<file path="src/rtl/systolic_seq.sv">
// systolic_seq: loads 8 serial operands, fires the 2x2 systolic array once, streams back its 4 products.
// Latency: array fired the cycle after the 8th operand; first result valid the cycle after arr_out_val.
// Backpressure: op_rdy only in LOAD, res_data held until res_rdy; WAIT abort via SYSTOLIC_SEQ_TIMEOUT_EN.
module systolic_seq #(
  parameter int TIMEOUT = 16
) (
  input  logic        clk,
  input  logic        rst_n,
  input  logic        op_val,
  input  logic [3:0]  op_data,
  output logic        op_rdy,
  output logic        arr_in_val,
  output logic [15:0] arr_a,
  output logic [15:0] arr_b,
  input  logic        arr_out_val,
  input  logic [35:0] arr_c,
  output logic        res_val,
  output logic [8:0]  res_data,
  output logic        res_last,
  input  logic        res_rdy,
  output logic        busy,
  output logic        err_timeout
);

  typedef enum logic [2:0] {
    S_IDLE  = 3'd0,
    S_LOAD  = 3'd1,
    S_FIRE  = 3'd2,
    S_WAIT  = 3'd3,
    S_DRAIN = 3'd4
  } state_t;

  state_t          r_state;
  state_t          w_state_nxt;

  // Operand slots in arrival order: a11,a12,a21,a22,b11,b12,b21,b22.
  logic [7:0][3:0] r_ops;
  logic [2:0]      r_ld_cnt;
  // Captured products, slot 0 is c11.
  logic [3:0][8:0] r_c;
  logic [1:0]      r_rd_cnt;

  logic            w_op_hs;
  logic            w_res_hs;
  logic            w_capture;
  logic            w_expire;

  assign w_op_hs   = (r_state == S_LOAD)  && op_val;
  assign w_res_hs  = (r_state == S_DRAIN) && res_rdy;
  assign w_capture = (r_state == S_WAIT)  && arr_out_val;

`ifdef SYSTOLIC_SEQ_TIMEOUT_EN
  localparam int WCW = $clog2(TIMEOUT + 1);

  logic [WCW-1:0] r_wait_cnt;
  logic [WCW-1:0] w_wait_inc;
  logic           r_err;

  assign w_wait_inc = r_wait_cnt + WCW'(1);
  // A result arriving on the expiry cycle takes priority over the abort.
  assign w_expire   = (r_state == S_WAIT) && !arr_out_val && (w_wait_inc == WCW'(TIMEOUT));

  // WAIT cycle counter, zeroed while firing so it reads 0 on the first WAIT cycle; abort pulse register.
  always_ff @(posedge clk) begin
    if (!rst_n) begin
      r_wait_cnt <= '0;
      r_err      <= 1'b0;
    end else begin
      r_err <= w_expire;
      if (r_state == S_FIRE) begin
        r_wait_cnt <= '0;
      end else if (r_state == S_WAIT) begin
        r_wait_cnt <= w_wait_inc;
      end
    end
  end

  assign err_timeout = r_err;
`else
  // Without the abort feature WAIT simply holds until the array answers.
  logic w_unused_timeout;
  assign w_unused_timeout = (TIMEOUT >= 1);
  assign w_expire         = 1'b0;
  assign err_timeout      = 1'b0;
`endif

  // State register; reset from any state returns to IDLE.
  always_ff @(posedge clk) begin
    if (!rst_n) begin
      r_state <= S_IDLE;
    end else begin
      r_state <= w_state_nxt;
    end
  end

  // Next-state decode for the single-transaction sequence.
  always_comb begin
    w_state_nxt = r_state;
    unique case (r_state)
      S_IDLE:  w_state_nxt = S_LOAD;
      S_LOAD:  if (w_op_hs && (r_ld_cnt == 3'd7)) w_state_nxt = S_FIRE;
      S_FIRE:  w_state_nxt = S_WAIT;
      S_WAIT: begin
        if (arr_out_val) begin
          w_state_nxt = S_DRAIN;
        end else if (w_expire) begin
          w_state_nxt = S_LOAD;
        end
      end
      S_DRAIN: if (w_res_hs && (r_rd_cnt == 2'd3)) w_state_nxt = S_LOAD;
      default: w_state_nxt = S_IDLE;
    endcase
  end

  // Operand slots, load/drain counters and the captured product register.
  always_ff @(posedge clk) begin
    if (!rst_n) begin
      r_ops    <= '0;
      r_ld_cnt <= 3'd0;
      r_c      <= '0;
      r_rd_cnt <= 2'd0;
    end else begin
      if (w_op_hs) begin
        r_ops[r_ld_cnt] <= op_data;
        r_ld_cnt        <= r_ld_cnt + 3'd1;
      end
      if (w_capture) begin
        r_c <= arr_c;
      end
      if (w_res_hs) begin
        r_rd_cnt <= r_rd_cnt + 2'd1;
      end
    end
  end

  // Outputs decoded from registered state only, so no input reaches an output combinationally.
  always_comb begin
    op_rdy     = 1'b0;
    arr_in_val = 1'b0;
    res_val    = 1'b0;
    res_last   = 1'b0;
    res_data   = 9'd0;
    busy       = 1'b0;
    unique case (r_state)
      S_LOAD: op_rdy = 1'b1;
      S_FIRE: begin
        arr_in_val = 1'b1;
        busy       = 1'b1;
      end
      S_WAIT: busy = 1'b1;
      S_DRAIN: begin
        busy     = 1'b1;
        res_val  = 1'b1;
        res_data = r_c[r_rd_cnt];
        res_last = (r_rd_cnt == 2'd3);
      end
      default: begin
        op_rdy = 1'b0;
      end
    endcase
  end

  // Matrix operands are straight from the slot registers and hold until the next load overwrites them.
  assign arr_a = r_ops[3:0];
  assign arr_b = r_ops[7:4];

endmodule

</file>
<file path="config.mk">
export PLATFORM = sky130hd
export DESIGN_NAME = systolic_seq
export DESIGN_NICKNAME = d
export VERILOG_FILES = /design/src/rtl/systolic_seq.sv
export SDC_FILE = /design/constraint.sdc
export NUM_CORES = 1
export LEC_CHECK = 0
export CORE_MARGIN = 3
export CORE_UTILIZATION = 35
export CTS_BUF_LIST = sky130_fd_sc_hd__clkbuf_4 sky130_fd_sc_hd__clkbuf_8 sky130_fd_sc_hd__clkbuf_16
export CTS_CLUSTER_SIZE = 16
export DETAILED_ROUTE_END_ITERATION = 7
export PLACE_DENSITY = 0.6
export SLEW_MARGIN = 20
export SYNTH_ARGS = -nofsm -noshare
export SYNTH_HDL_FRONTEND = slang
export SYNTH_SLANG_ARGS = --single-unit
export TNS_END_PERCENT = 10
</file>
<file path="constraint.sdc">
create_clock -name clk -period 1.5 [get_ports clk]
set_input_delay 0.375 -clock clk [delete_from_list [all_inputs] [get_ports clk]]
set_output_delay 0.375 -clock clk [all_outputs]
set_load 0.02 [all_outputs]
</file>
==> out/qor.csv, run 1 <==
stage,metric,value,unit
timing,fmax,0.510,GHz
hold_path,hold_path_class,reg2reg,
floorplan,core_area,8850,sq um
clock_network,clock-sinks,76,
synthesis,synthAdderAreaFrac,1.16,%
placed_design,post_dp_cell_area,4420,sq um
synthesis,ys_ff_latch,76,
synthesis,syn_nets,395,
job,timing.max_cap.violations,0,
timing,maxSlewViolCount,0,
synthesis,syn-cell-area,3240,sq um
floorplan,io_pins,92,
finish,layout_common_cells,"113 x nand2_1, 72 x dfxtp_1, 44 x clkdlybuf4s50_1",
clock_network,cts-root-buf,clkbuf_8,
synthesis,synth_top_family_by_area,simple AND/OR/NAND/NOR gates,
synthesis,yosysWarnings,0,
route,avgViaCountPerCell,4.73,
finish,final_cells,567,
status,failed_checks,negative setup slack,
synthesis,synth_compound_gate_area_share,6.91,%
finish,drive_above_1_share,22.0,%
clock_network,cts_buffers,9,
global_routing,grt_use_total,15.7,%
global_routing,overflow,0,
setup_path,end_kind,primary output,
setup_path,setup.worst_path.start_class,flop,
placed_design,port_buffers,90,
timing,fin_crit_sh,131,%
finish,mostFrequentLayoutCell,nand2_1,
floorplan,start_util,36.6,%
finish,fin_nets,502,
synthesis,synth-seq-area-share,46.9,%
route,firstDrtPassIters,6,
floorplan,die_height,102,um
clock_network,cts_hold_buf,0,
timing,setup_ws,-0.460,ns
global_routing,grt_pass1_wl,12.9,mm
route,routed_wl,7.82,mm
timing,setup_viol,14,
power_and_ir_drop,power_density,859,nW/um^2
route,first_iter_violations,77,
clock_network,clkTransAtPathRegs,0.08,ns
route,top_layer,met4,
route,wl_met3,512,um
status,outcome,"complete, but fails checks",
route,detailroute.via_count,2682,
timing,rsz0062_at_grt,yes,
floorplan,rows,34,
clock_network,htree_levels,3,
setup_path,worstSetupPathType,reg2out,
synthesis,ys.flop_type,dfxtp_1,
global_routing,antenna_found_initial,0,
timing,hold_violations,0,
setup_path,required,1.12,ns
floorplan,fp.dieArea,10500,sq um
global_routing,grt_max_degree,38,
synthesis,synth_xor_area_share,0.541,%
route,ant_nets,0,
timing,skew,0.00430,ns
finish,antennaDiodeCount,0,
global_routing,grt_pass1_vias,2697,
synthesis,yosys-mux-area-fraction,16.4,%
route,route.met2.wl,3.67,mm
synthesis,synth_area_per_cell,9.34,sq um
route,wl_per_cell,13.8,um
placed_design,dpl.hpwl,5.58,mm
synthesis,synth-simple-area-share,22.8,%
synthesis,synth_edf_count,0,
finish,stdcell_area,4680,sq um
finish,area_delta_synth_final,44.3,%
route,wl_met1,3.54,mm
clock_network,cts_buffer_depth,2,
synthesis,syn_inst,347,
placed_design,gp_congestion,0.730,
power_and_ir_drop,p_leak,2.02,nW
synthesis,async_reset_ff_share,0,%
timing,fin_crit,1.96,ns
synthesis,synth_cell_types,34,
clock_network,clk_latency,0.34,ns
placed_design,place_inst,547,
power_and_ir_drop,ir_worst_vdd,0.450,mV
setup_path,crit_fanout,4,
route,drcViolationCount,0,
setup_path,critPathArrivalTime,1.58,ns
floorplan,die_w,102,um
clock_network,cts_tree,done,
synth_stat cells (2+ instances only):
master | n | area share, %
and2_1 | 10 | 1.9
o21ai_0 | 3 | 0.46
nand2_1 | 113 | 13
nand2b_1 | 2 | 0.39
dfxtp_1 | 76 | 47
mux2i_1 | 33 | 10
buf_4 | 7 | 1.6
and4b_1 | 3 | 0.93
xnor2_1 | 2 | 0.54
nand3_1 | 2 | 0.31
mux4_2 | 9 | 6.3
nor3b_1 | 3 | 0.69
a21oi_1 | 37 | 5.7
nor2_1 | 7 | 0.81
ha_1 | 3 | 1.2
clkbuf_1 | 10 | 1.2
buf_2 | 10 | 1.5
where the power goes:
group,leakage [nW],internal (mW),switching (mW)
clock,0.0910,0.759,0.751
combinational,1.31,0.239,0.198
sequential,0.616,2.05,0.0207
total,2.02,3.05,0.970
layer usage:
metal | track usage, % | vias up
met5 | 0 | -
met4 | 5.65 | 0
met3 | 5.05 | 8
met2 | 25.0 | 66
met1 | 20.1 | 1241
li1 | - | 1367
metrics by stage:
step	hold WS, ns	power, mW	setup TNS [ns]	util [%]	setup WS, ns
after floorplan	0.433	2.32	-0.00595	-	-0.00198
after global placement	0.440	2.55	-18.23	50.0	-0.575
after detailed placement	0.443	2.56	-19.28	50.0	-0.582
after CTS	0.454	4.06	-5.18	52.4	-0.481
after global routing	0.479	4.18	-5.64	52.8	-0.529
final	0.455	4.02	-4.70	52.8	-0.460
cells by family (layout without fill, tap and decap cells):
family          Yosys count  count (layout)
simple gates            151             151
flops                    76              76
compound gates           43              43
mux                      42              42
buf+inv                  29             141
fa+ha+maj                 3               3
xor+xnor                  2               2
other cells               1               1
cell type report:
cell class,instances,area [sq um]
fillers,838,4170
multi-input cells,242,1610
repair buffers,124,1210
well taps,108,135
flip-flops and latches,76,1530
inverters,1,3.75
clock buffers,9,124
clock inverters,7,67.6
worst paths after layout:
kind | from | slack, ns | endpoint | cells past startpoint
setup / recovery | r_rd_cnt[1] | -0.46 | res_data[0] | 4
hold reg to reg | r_c[14] | 0.45 | r_c[14] | 2
setup reg to reg | r_state[0] | 0.07 | arr_b[14] | 6
hold / removal | r_c[14] | 0.45 | r_c[14] | 2
sequential cells by signal, summed over array words and instances, names as in the netlist:
register	count
arr_a	16
r_ld_cnt	3
r_c	36
r_state	3
arr_b	16
r_rd_cnt	2
repair_timing:
item,4_1_cts,5_1_grt
setup buffers,4,0
setup endpoints to repair,61,46
pin swaps,0,2
gates cloned,0,0
endpoints found under the hold margin,0,0
gates resized for setup,118,13
worst max-delay path: stages (launching register included):
cell     delay (ns)
dfxtp_4        0.37
buf_12         0.11
mux4_2         0.49
and2_4         0.15
buf_6          0.12
No activity file was read; power rests on OpenSTA's default activity.
==> inputs of run 2 (changes only) <==
- CTS_BUF_LIST: sky130_fd_sc_hd__clkbuf_4 sky130_fd_sc_hd__clkbuf_8 sky130_fd_sc_hd__clkbuf_16 -> sky130_fd_sc_hd__clkbuf_8
==> results of run 2 <==
No change in the layout: final DEF, timing and power equal those of run 1.
==> inputs of run 3 (changes only) <==
- CORE_UTILIZATION: 35 -> 53
- PLACE_DENSITY: 0.6 -> 0.84
- SKIP_CTS_REPAIR_TIMING: not set -> 1
- clock period: 1.5 -> 2.4 ns (I/O delays scaled with it)
==> run 3 against run 2 <==
- the flow now finishes without violations
- global-route usage rose by 6.0 points
- total power is 40% lower
- highest routed layer unchanged
- first-iteration DRC count increased by 77%
- clock-buffer cell count increased by 3
- core utilization is 25 points higher
- die area shrank 32%
- sequential power shrank 37%
- non-clock buffer count shrank 18
- register-to-register slack better by 0.74 ns
- via count rose by 0.11%
==> out/qor.csv, run 3 (synthesis gave the netlist of run 1 again) <==
stage,metric,value,unit
status,outcome,finished clean,
clock_network,clkTransAtPathRegs,0.07,ns
setup_path,setup.worst_path.start_class,flop,
floorplan,fp.dieArea,7090,sq um
route,ant_nets,0,
hold_path,hold_path_class,reg2reg,
placed_design,place_inst,497,
setup_path,crit_chain,buf_12 > mux4_2 > and2_1 > dlymetal6s2s_1,
finish,drive_above_1_share,10.9,%
setup_path,crit_fanout,9,
floorplan,core_area,5710,sq um
power_and_ir_drop,power_density,543,nW/um^2
timing,setup_tns,0,ns
route,avgViaCountPerCell,5.23,
global_routing,grt_max_degree,38,
timing,maxSlewViolCount,0,
finish,largest_reg_flops,36,
floorplan,die_height,84.2,um
finish,antennaDiodeCount,0,
route,wl_per_cell,14.6,um
setup_path,slowest_delay,0.48,ns
global_routing,overflow,0,
setup_path,required,1.80,ns
setup_path,critPathArrivalTime,1.69,ns
finish,mostFrequentLayoutCell,nand2_1,
clock_network,clock-sinks,76,
clock_network,cts-root-buf,clkbuf_8,
route,drcViolationCount,0,
floorplan,rows,27,
floorplan,io_pins,92,
finish,layout_common_cells,"113 x nand2_1, 79 x clkdlybuf4s50_1, 74 x dfxtp_1",
setup_path,end_kind,primary output,
route,firstDrtPassIters,5,
setup_path,crit_slowest_cell,mux4_2,
timing,setup_viol,0,
clock_network,cts_buffers,9,
timing,skew,0.00434,ns
route,first_iter_violations,136,
power_and_ir_drop,finalPower,2.41,mW
clock_network,htree_levels,3,
finish,fin_util,77.6,%
timing,rsz0062_at_grt,no,
placed_design,dpl.hpwl,5.32,mm
finish,fill_cells,383,
clock_network,cts_tree,done,
setup_path,crit_buf_inv,2,
route,detailroute.via_count,2685,
floorplan,die_w,84.2,um
timing,fmax,0.436,GHz
finish,fin_nets,484,
route,routed_wl,7.49,mm
job,timing.max_cap.violations,0,
global_routing,grt_pass1_wl,12.7,mm
placed_design,port_buffers,90,
setup_path,crit_family,multiplexers,
clock_network,cts_buffer_depth,2,
finish,area_delta_synth_final,36.8,%
placed_design,gp_congestion,0.773,
global_routing,grt_pass1_vias,2736,
timing,hold_violations,0,
power_and_ir_drop,p_leak,1.92,nW
clock_network,clk_latency,0.33,ns
setup_path,worstSetupPathType,reg2out,
global_routing,antenna_found_initial,0,
timing,fin_crit,2.29,ns
finish,final_cells,513,
finish,top_register,r_c,
timing,fin_crit_sh,95.5,%
power_and_ir_drop,ir_worst_vdd,0.345,mV
floorplan,start_util,56.8,%
global_routing,grt_use_total,21.8,%
[run 3: changes by cell type in the layout (fill, tap and decap cells not counted), sizes merged]
cell / change
buf: -31
bufinv: -1
inv: +3
clkinv: -2
dlymetal6s2s: +11
clkdlybuf4s15: -1
clkdlybuf4s50: +35
clkinvlp: -3
dlygate4sd2: -32
clkbuf: +3
[run 3: metal layers]
metal,track usage (%),part of all wire [%],vias to the layer above
li1,-,-,1337
met1,26.9,43,1242
met2,36.4,49,97
met3,6.38,6.6,9
met4,7.31,1.3,0
met5,0,0,-
[run 3: worst reg2reg max path, cell delays in order, from the launching register on]
cell      delay, ns
dfxtp_1        0.33
buf_4          0.17
and4bb_4       0.40
and4b_1        0.39
mux2i_1        0.24
[run 3: path summary, 6_finish.rpt]
| check | startpoint | to | slack, ns | cells past startpoint |
|---|---|---|---|---|
| max | r_rd_cnt[1] | res_data[0] | 0.11 | 4 |
| min | r_c[6] | r_c[6] | 0.45 | 2 |
| min reg2reg | r_c[6] | r_c[6] | 0.45 | 2 |
| max reg2reg | r_state[1] | arr_b[8] | 0.81 | 4 |
[run 3: through the flow]
step | setup slack (ns) | area (sq um) | hold WS, ns
2_1_floorplan | 0.514 | 3240 | 0.433
3_3_place_gp | 0.0866 | 4220 | 0.439
3_5_place_dp | 0.0686 | 4220 | 0.449
4_1_cts | -0.302 | 4400 | 0.459
5_1_grt | 0.0207 | 4430 | 0.471
6_report | 0.108 | 4430 | 0.455
[run 3: power breakdown]
part | switching [mW] | internal (mW) | leakage (nW)
registers | 0.0142 | 1.28 | 0.615
logic | 0.116 | 0.130 | 1.20
clock network | 0.415 | 0.448 | 0.106
[run 3: cell type report]
cell class,count,area (sq um),area share [%]
flip-flops and latches,76,1520,34.4
multi-input cells,242,1560,35.2
repair buffers,106,1070,24.2
well taps,72,90.1,2.03
clock buffers,12,165,3.73
clock inverters,4,16.3,0.367
inverters,1,3.75,0.0847
